**src/rtl/conv_pkg.sv**
```systemverilog
// Shared constants, state encoding and source-select codes for the
// convolution layer sequencer.
package conv_pkg;

    localparam int IMG_W  = 32;
    localparam int IMG_H  = 32;
    localparam int K      = 3;
    localparam int CH     = 64;
    localparam int ADDR_W = 10;
    localparam int LAT    = 5;

    typedef enum logic [2:0] {
        ST_IDLE,
        ST_RUN,
        ST_DRAIN,
        ST_DONE,
        ST_HOST
    } state_t;

    localparam logic [1:0] SEL_IN      = 2'd0;
    localparam logic [1:0] SEL_KER     = 2'd1;
    localparam logic [1:0] SEL_OUT     = 2'd2;
    localparam logic [1:0] SEL_OUT_ALT = 2'd3;

    // Counter width for a range of `limit` values, never narrower than 1 bit.
    function automatic int cnt_w(input int limit);
        return (limit > 1) ? $clog2(limit) : 1;
    endfunction

endpackage

```
**src/rtl/conv_loop_counter.sv**
```systemverilog
// Five-level loop nest (m, n, mk, nk, ck) with ck innermost; advances only
// when en is high and flags the final tap of the layer.
module conv_loop_counter
    import conv_pkg::*;
#(
    parameter int IMG_W = conv_pkg::IMG_W,
    parameter int IMG_H = conv_pkg::IMG_H,
    parameter int K     = conv_pkg::K,
    parameter int CH    = conv_pkg::CH,
    parameter int MW    = cnt_w(IMG_H),
    parameter int NW    = cnt_w(IMG_W),
    parameter int KW    = cnt_w(K),
    parameter int CW    = cnt_w(CH)
) (
    input  logic          clk,
    input  logic          rst,
    input  logic          en,
    output logic [MW-1:0] m,
    output logic [NW-1:0] n,
    output logic [KW-1:0] mk,
    output logic [KW-1:0] nk,
    output logic [CW-1:0] ck,
    output logic          last
);

    logic m_max, n_max, mk_max, nk_max, ck_max;

    assign m_max  = (m  == MW'(IMG_H - 1));
    assign n_max  = (n  == NW'(IMG_W - 1));
    assign mk_max = (mk == KW'(K - 1));
    assign nk_max = (nk == KW'(K - 1));
    assign ck_max = (ck == CW'(CH - 1));
    assign last   = m_max & n_max & mk_max & nk_max & ck_max;

    always_ff @(posedge clk) begin
        if (rst) begin
            m  <= '0;
            n  <= '0;
            mk <= '0;
            nk <= '0;
            ck <= '0;
        end else if (en) begin
            if (!ck_max) begin
                ck <= ck + 1'b1;
            end else begin
                ck <= '0;
                if (!nk_max) begin
                    nk <= nk + 1'b1;
                end else begin
                    nk <= '0;
                    if (!mk_max) begin
                        mk <= mk + 1'b1;
                    end else begin
                        mk <= '0;
                        if (!n_max) begin
                            n <= n + 1'b1;
                        end else begin
                            n <= '0;
                            m <= m_max ? '0 : m + 1'b1;
                        end
                    end
                end
            end
        end
    end

endmodule

```
**src/rtl/conv_sequencer.sv**
```systemverilog
// Sequences the 3x3 convolution datapath over the feature map, issues BRAM
// addresses and accumulate controls, and lends the address ports to the host.
module conv_sequencer
    import conv_pkg::*;
#(
    parameter int IMG_W  = conv_pkg::IMG_W,
    parameter int IMG_H  = conv_pkg::IMG_H,
    parameter int K      = conv_pkg::K,
    parameter int CH     = conv_pkg::CH,
    parameter int ADDR_W = conv_pkg::ADDR_W,
    parameter int LAT    = conv_pkg::LAT
) (
    input  logic              clk,
    input  logic              rst_n,
    input  logic              start,
    input  logic              stall,
    input  logic              host_req,
    input  logic [11:0]       host_addr,
    output logic              busy,
    output logic              done,
    output logic              host_grant,
    output logic [1:0]        sel,
    output logic [ADDR_W-1:0] in_addr,
    output logic [ADDR_W-1:0] k_addr,
    output logic [ADDR_W-1:0] out_rd_addr,
    output logic [ADDR_W-1:0] out_wr_addr,
    output logic              out_we,
    output logic              acc_valid,
    output logic              acc_first,
    output logic              pad_skip,
    output logic [5:0]        ch_idx
);

    localparam int MW = cnt_w(IMG_H);
    localparam int NW = cnt_w(IMG_W);
    localparam int KW = cnt_w(K);
    localparam int CW = cnt_w(CH);
    localparam int DW = cnt_w(LAT);

    function automatic logic signed [6:0] offset(input int pos, input int tap);
        return 7'(pos + 1 - tap);
    endfunction

    function automatic logic outside(input logic signed [6:0] o, input int lim);
        return (int'(o) < 0) || (int'(o) >= lim);
    endfunction

    function automatic logic [ADDR_W-1:0] lin_addr(input int row, input int col);
        return ADDR_W'(row * IMG_W + col);
    endfunction

    state_t            state, state_next;
    logic [DW-1:0]     drain_cnt;
    logic              vld_p0;
    logic              last_tap;
    logic [MW-1:0]     m;
    logic [NW-1:0]     n;
    logic [KW-1:0]     mk, nk;
    logic [CW-1:0]     ck;

    logic signed [6:0] om_p0, on_p0;
    logic              pad_p0, first_p0;
    logic [ADDR_W-1:0] in_addr_p0, k_addr_p0, out_addr_p0, host_word;

    logic [LAT-1:0]              wb_we_p;
    logic [LAT-1:0][ADDR_W-1:0]  wb_addr_p;

    conv_loop_counter #(
        .IMG_W (IMG_W),
        .IMG_H (IMG_H),
        .K     (K),
        .CH    (CH)
    ) u_loop (
        .clk  (clk),
        .rst  (rst_n),
        .en   (vld_p0),
        .m    (m),
        .n    (n),
        .mk   (mk),
        .nk   (nk),
        .ck   (ck),
        .last (last_tap)
    );

    always_ff @(posedge clk) begin
        if (rst_n) begin
            state     <= ST_IDLE;
            drain_cnt <= '0;
        end else begin
            state     <= state_next;
            drain_cnt <= (state == ST_DRAIN) ? drain_cnt + 1'b1 : '0;
        end
    end

    always_comb begin
        state_next = state;
        vld_p0     = 1'b0;
        case (state)
            ST_IDLE: begin
                if (start)         state_next = ST_RUN;
                else if (host_req) state_next = ST_HOST;
            end
            ST_RUN: begin
                if (!stall) begin
                    vld_p0 = 1'b1;
                    if (last_tap) state_next = ST_DRAIN;
                end
            end
            ST_DRAIN: begin
                if (drain_cnt == DW'(LAT - 1)) state_next = ST_DONE;
            end
            ST_DONE:  state_next = ST_IDLE;
            ST_HOST: begin
                if (!host_req) state_next = ST_IDLE;
            end
            default:  state_next = ST_IDLE;
        endcase
    end

    // Stage p0: tap geometry from the live loop counters
    always_comb begin
        om_p0       = offset(int'(m), int'(mk));
        on_p0       = offset(int'(n), int'(nk));
        pad_p0      = outside(om_p0, IMG_H) | outside(on_p0, IMG_W);
        first_p0    = ((mk == '0) | (m == '0)) & ((nk == '0) | (n == '0)) & !pad_p0;
        in_addr_p0  = lin_addr(int'(m), int'(n));
        k_addr_p0   = ADDR_W'((K * int'(mk) + int'(nk)) * CH + int'(ck));
        out_addr_p0 = pad_p0 ? '0 : lin_addr(int'(om_p0), int'(on_p0));
        host_word   = ADDR_W'(host_addr[11:2]);
    end

    // Stage p1: registered tap / host outputs; held while nothing is issued
    always_ff @(posedge clk) begin
        if (rst_n) begin
            busy        <= 1'b0;
            done        <= 1'b0;
            host_grant  <= 1'b0;
            sel         <= 2'b00;
            in_addr     <= '0;
            k_addr      <= '0;
            out_rd_addr <= '0;
            acc_valid   <= 1'b0;
            acc_first   <= 1'b0;
            pad_skip    <= 1'b0;
            ch_idx      <= '0;
        end else begin
            busy       <= (state == ST_RUN) || (state == ST_DRAIN);
            done       <= (state == ST_DONE);
            host_grant <= (state == ST_HOST);
            acc_valid  <= vld_p0;
            if (vld_p0) begin
                in_addr     <= in_addr_p0;
                k_addr      <= k_addr_p0;
                out_rd_addr <= out_addr_p0;
                acc_first   <= first_p0;
                pad_skip    <= pad_p0;
                ch_idx      <= 6'(ck);
            end else if (state == ST_HOST) begin
                in_addr     <= host_word;
                k_addr      <= host_word;
                out_rd_addr <= host_word;
                sel         <= host_addr[1:0];
            end
        end
    end

    // Stages p2..p(LAT+1): write-back delay line, free-running even under stall
    always_ff @(posedge clk) begin
        if (rst_n) begin
            wb_we_p   <= '0;
            wb_addr_p <= '0;
        end else begin
            wb_we_p[0]   <= acc_valid & ~pad_skip;
            wb_addr_p[0] <= out_rd_addr;
            for (int i = 1; i < LAT; i++) begin
                wb_we_p[i]   <= wb_we_p[i-1];
                wb_addr_p[i] <= wb_addr_p[i-1];
            end
        end
    end

    assign out_we      = wb_we_p[LAT-1];
    assign out_wr_addr = wb_addr_p[LAT-1];

endmodule

```
**config.mk**
```make
export PLATFORM = sky130hd
export DESIGN_NAME = conv_sequencer
export DESIGN_NICKNAME = d
export VERILOG_FILES = /design/src/rtl/conv_pkg.sv /design/src/rtl/conv_loop_counter.sv /design/src/rtl/conv_sequencer.sv
export SDC_FILE = /design/constraint.sdc
export NUM_CORES = 1
export LEC_CHECK = 0
export CAP_MARGIN = 40
export CORE_MARGIN = 1.5
export CORE_UTILIZATION = 46
export DETAILED_ROUTE_END_ITERATION = 6
export PLACE_DENSITY = 0.69
export SETUP_SLACK_MARGIN = 0.3
export SLEW_MARGIN = 5
export SYNTH_ARGS = -nofsm -noshare
export SYNTH_HDL_FRONTEND = slang
export SYNTH_HIERARCHICAL = 1
export SYNTH_SLANG_ARGS = --single-unit
```
**constraint.sdc**
```tcl
create_clock -name clk -period 10.3 [get_ports clk]
set_clock_uncertainty 0.1 [all_clocks]
set_input_delay 1.545 -clock clk [delete_from_list [all_inputs] [get_ports clk]]
set_output_delay 1.545 -clock clk [all_outputs]
set_load 0.01 [all_outputs]
```
==> impl_metrics.yaml <==
timing:
  max_slew_margin: 0.452
  fmax_mhz: 254
  period_needed_ns: 3.94
  period_share: 0.382
  rsz0062_at_grt: "no"
  hold_viol: 0
  fin_ws_ns: 6.36
  report.final.slew_viol_count: 0
  finalSetupViolations: 0
  worstMarginPinSlew_ns: 0.821
  tns_ns: 0
routing:
  routedWlPerCell_um: 15.1
  via_per_inst: 5.36
  dr.pass1.iters: 5
  antenna_left: 0
  drt-total-wl_um: 11900
  remaining_drc_errors: 0
  vias: 4213
  drtIter0Drc: 273
min_path:
  hold_path_class: "reg2reg"
yosys:
  syn_inst: 575
  synth_area_per_cell_sq_um: 9.34
  ys.warnings.count: 6
  synth_fp_nets: 628
  synth_ff_type: "dfxtp_1"
  synthesis.area_sq_mm: 0.00537
  synthTopCellsByArea: "dfxtp_1, ha_1, nor2b_1"
  ys_seq_area_frac: 0.466
  async_flop_share: 0
  ys_seq_elements: 125
  synth_top_area_cell: "dfxtp_1"
  yosysUniqueCellTypes: 53
  synth_edf_count: 0
  yosysTopAreaCellShare: 0.466
setup_path:
  critPathMaxFanout: 7
  critPathSlowestCell: "dfxtp_1"
  cp-end-kind: "flop"
  critPathLaunchType: "flop"
  path_cells: "inv_1, ha_1, inv_1, ha_1, inv_1, fa_1, nor3_1, nor4_1, or2_2, ha_1, inv_1, fa_1, inv_1, a211o_1, mux2i_1, xnor2_1, o32ai_1"
  critPathRequiredTime_ns: 10.47
  critPathKind: "reg2reg"
  crit_buf_inv: 5
  critical-path-top-delay-family: "adder cells"
  slowest_delay_ns: 0.51
  arrival_ns: 4.10
  crit_top_cell: "inv_1"
cts:
  cts.path.max_buffers: 2
  cts_sinks: 125
  postCtsSetupBuffers: 0
  clock_latency_ns: 0.40
  htree_levels: 4
  cts_buffers: 17
  clockRootBuffer: "clkbuf_16"
  clk_pin_slew_ns: 0.06
  cts_resized: 0
  cts_tree: "built"
  ctsHoldBuffers: 0
cells_and_area:
  antenna_cells: 0
  utilization: 0.589
  final_common_cell: "dfxtp_1"
  layout-drive-gt1-share: 0.0824
  syn_to_final_growth_pct: 25.3
  nets: 683
  nFillCells: 972
  final_cell_mix: "dfxtp_1, clkdlybuf4s50_1, nor2b_1"
power:
  p_leak_nw: 2.60
  p_total_w: 0.00133
  power_density_mw_per_mm2: 197
  vdd_drop_max_uv: 197
  switchingPower_w: 0.000315
  p_comb_frac: 0.103
  p_sw_frac: 0.237
  clkPwrFrac: 0.497
  internal_power_w: 0.00101
  seqPwrFrac: 0.400
global_route:
  grt_pass1_vias: 3948
  antenna_found_initial: 0
  track_usage: 0.200
  gr-total-overflow: 0
  grt_pass1_wl_um: 19800
  grt_max_degree: 65
floorplanning:
  die_y_um: 111
  fp.dieW_um: 111
  start_util: 0.470
  die_area_sq_mm: 0.0123
  ios: 72
  num_rows: 39
  core-area_sq_mm: 0.0114
placed_design:
  hpwl_um: 8280
  place_ws_ns: 6.13
  portBuffers: 71
  globalplace.congestion: 0.898
run:
  cap_violations: 0
status:
  status: "completed"
[registers in the layout, indices dropped and copies added, names as in the netlist, 2 cells and up]
signal and cells:
wb_addr_p 40, in_addr 10, k_addr 10, out_rd_addr 10, out_wr_addr 10, ch_idx 6, u_loop/ck 6, u_loop/m 5
u_loop/n 5, wb_we_p 5, drain_cnt 3, state 3, sel 2, u_loop/mk 2, u_loop/nk 2
[metrics by stage]
stage	area, sq um	instances	hold slack [ns]
after global placement	6060	753	0.316
after detailed placement	6070	754	0.322
after CTS	6730	786	0.334
after floorplan	5370	575	0.314
final	6730	786	0.333
after global routing	6730	786	0.352
[routing by layer]
metal  GRT usage  vias to the layer above  part of all wire
met5           0                        -                 0
met4      0.0734                        0             0.015
met3      0.0448                       20             0.044
met2       0.331                      109              0.49
met1       0.256                     2022              0.45
li1            -                     2062                 -
[cell families (layout without fill, tap and decap cells)]
logic type | Yosys count | in the layout | synth area share
buf+inv | 72 | 140 | 0.0639
fa+ha+maj | 36 | 36 | 0.0909
mux | 6 | 6 | 0.0112
xor+xnor | 13 | 13 | 0.0212
simple gates | 232 | 232 | 0.234
compound gates | 91 | 91 | 0.112
flops | 125 | 125 | 0.466
[Yosys cell counts, types with 8 or more instances]
cell type,number
a21oi_1,28
a311oi_1,16
a31oi_1,11
buf_4,13
clkbuf_1,17
dfxtp_1,125
ha_1,31
inv_1,33
nand2_1,57
nand3_1,8
nor2_1,57
nor2b_1,59
o21ai_0,13
[final cells by class]
type	count	area, sq um	share of cell area
well taps	143	179	0.0266
multi-input cells	378	2520	0.375
inverters	34	129	0.0192
repair buffers	74	734	0.109
clock inverters	15	235	0.0350
flip-flops and latches	125	2500	0.372
clock buffers	17	425	0.0632
[worst register-to-register path, delay by kind of cell (launching register included)]
kind | cells | cell delay, ns
and+or+nand+nor | 3 | 0.70
xor gates and xnor gates | 1 | 0.19
AOI/OAI and AO/OA | 2 | 0.41
DFF | 1 | 0.51
buffers and inverters | 5 | 0.36
muxes | 1 | 0.17
adders and majority gates | 5 | 1.35
[power groups by stage]
stage | Sequential, W | Combinational (W) | Clock (W)
after detailed placement | 0.000541 | 0.000137 | 0
after floorplan | 0.000544 | 0.0000730 | 0
final | 0.000531 | 0.000137 | 0.000660
after global placement | 0.000541 | 0.000134 | 0
after CTS | 0.000531 | 0.000138 | 0.000672
after global routing | 0.000535 | 0.000150 | 0.000693
[path summary, 6_finish.rpt]
check                                   from             end  slack (ns)  cells past startpoint
worst min register to register  wb_addr_p[1]   wb_addr_p[11]        0.33                      1
worst min-delay path            wb_addr_p[1]   wb_addr_p[11]        0.33                      1
worst max-delay path             u_loop/n[1]  out_rd_addr[9]        6.36                     17
worst max register to register   u_loop/n[1]  out_rd_addr[9]        6.36                     17
Note: power is estimated with default switching activity, not from simulation.
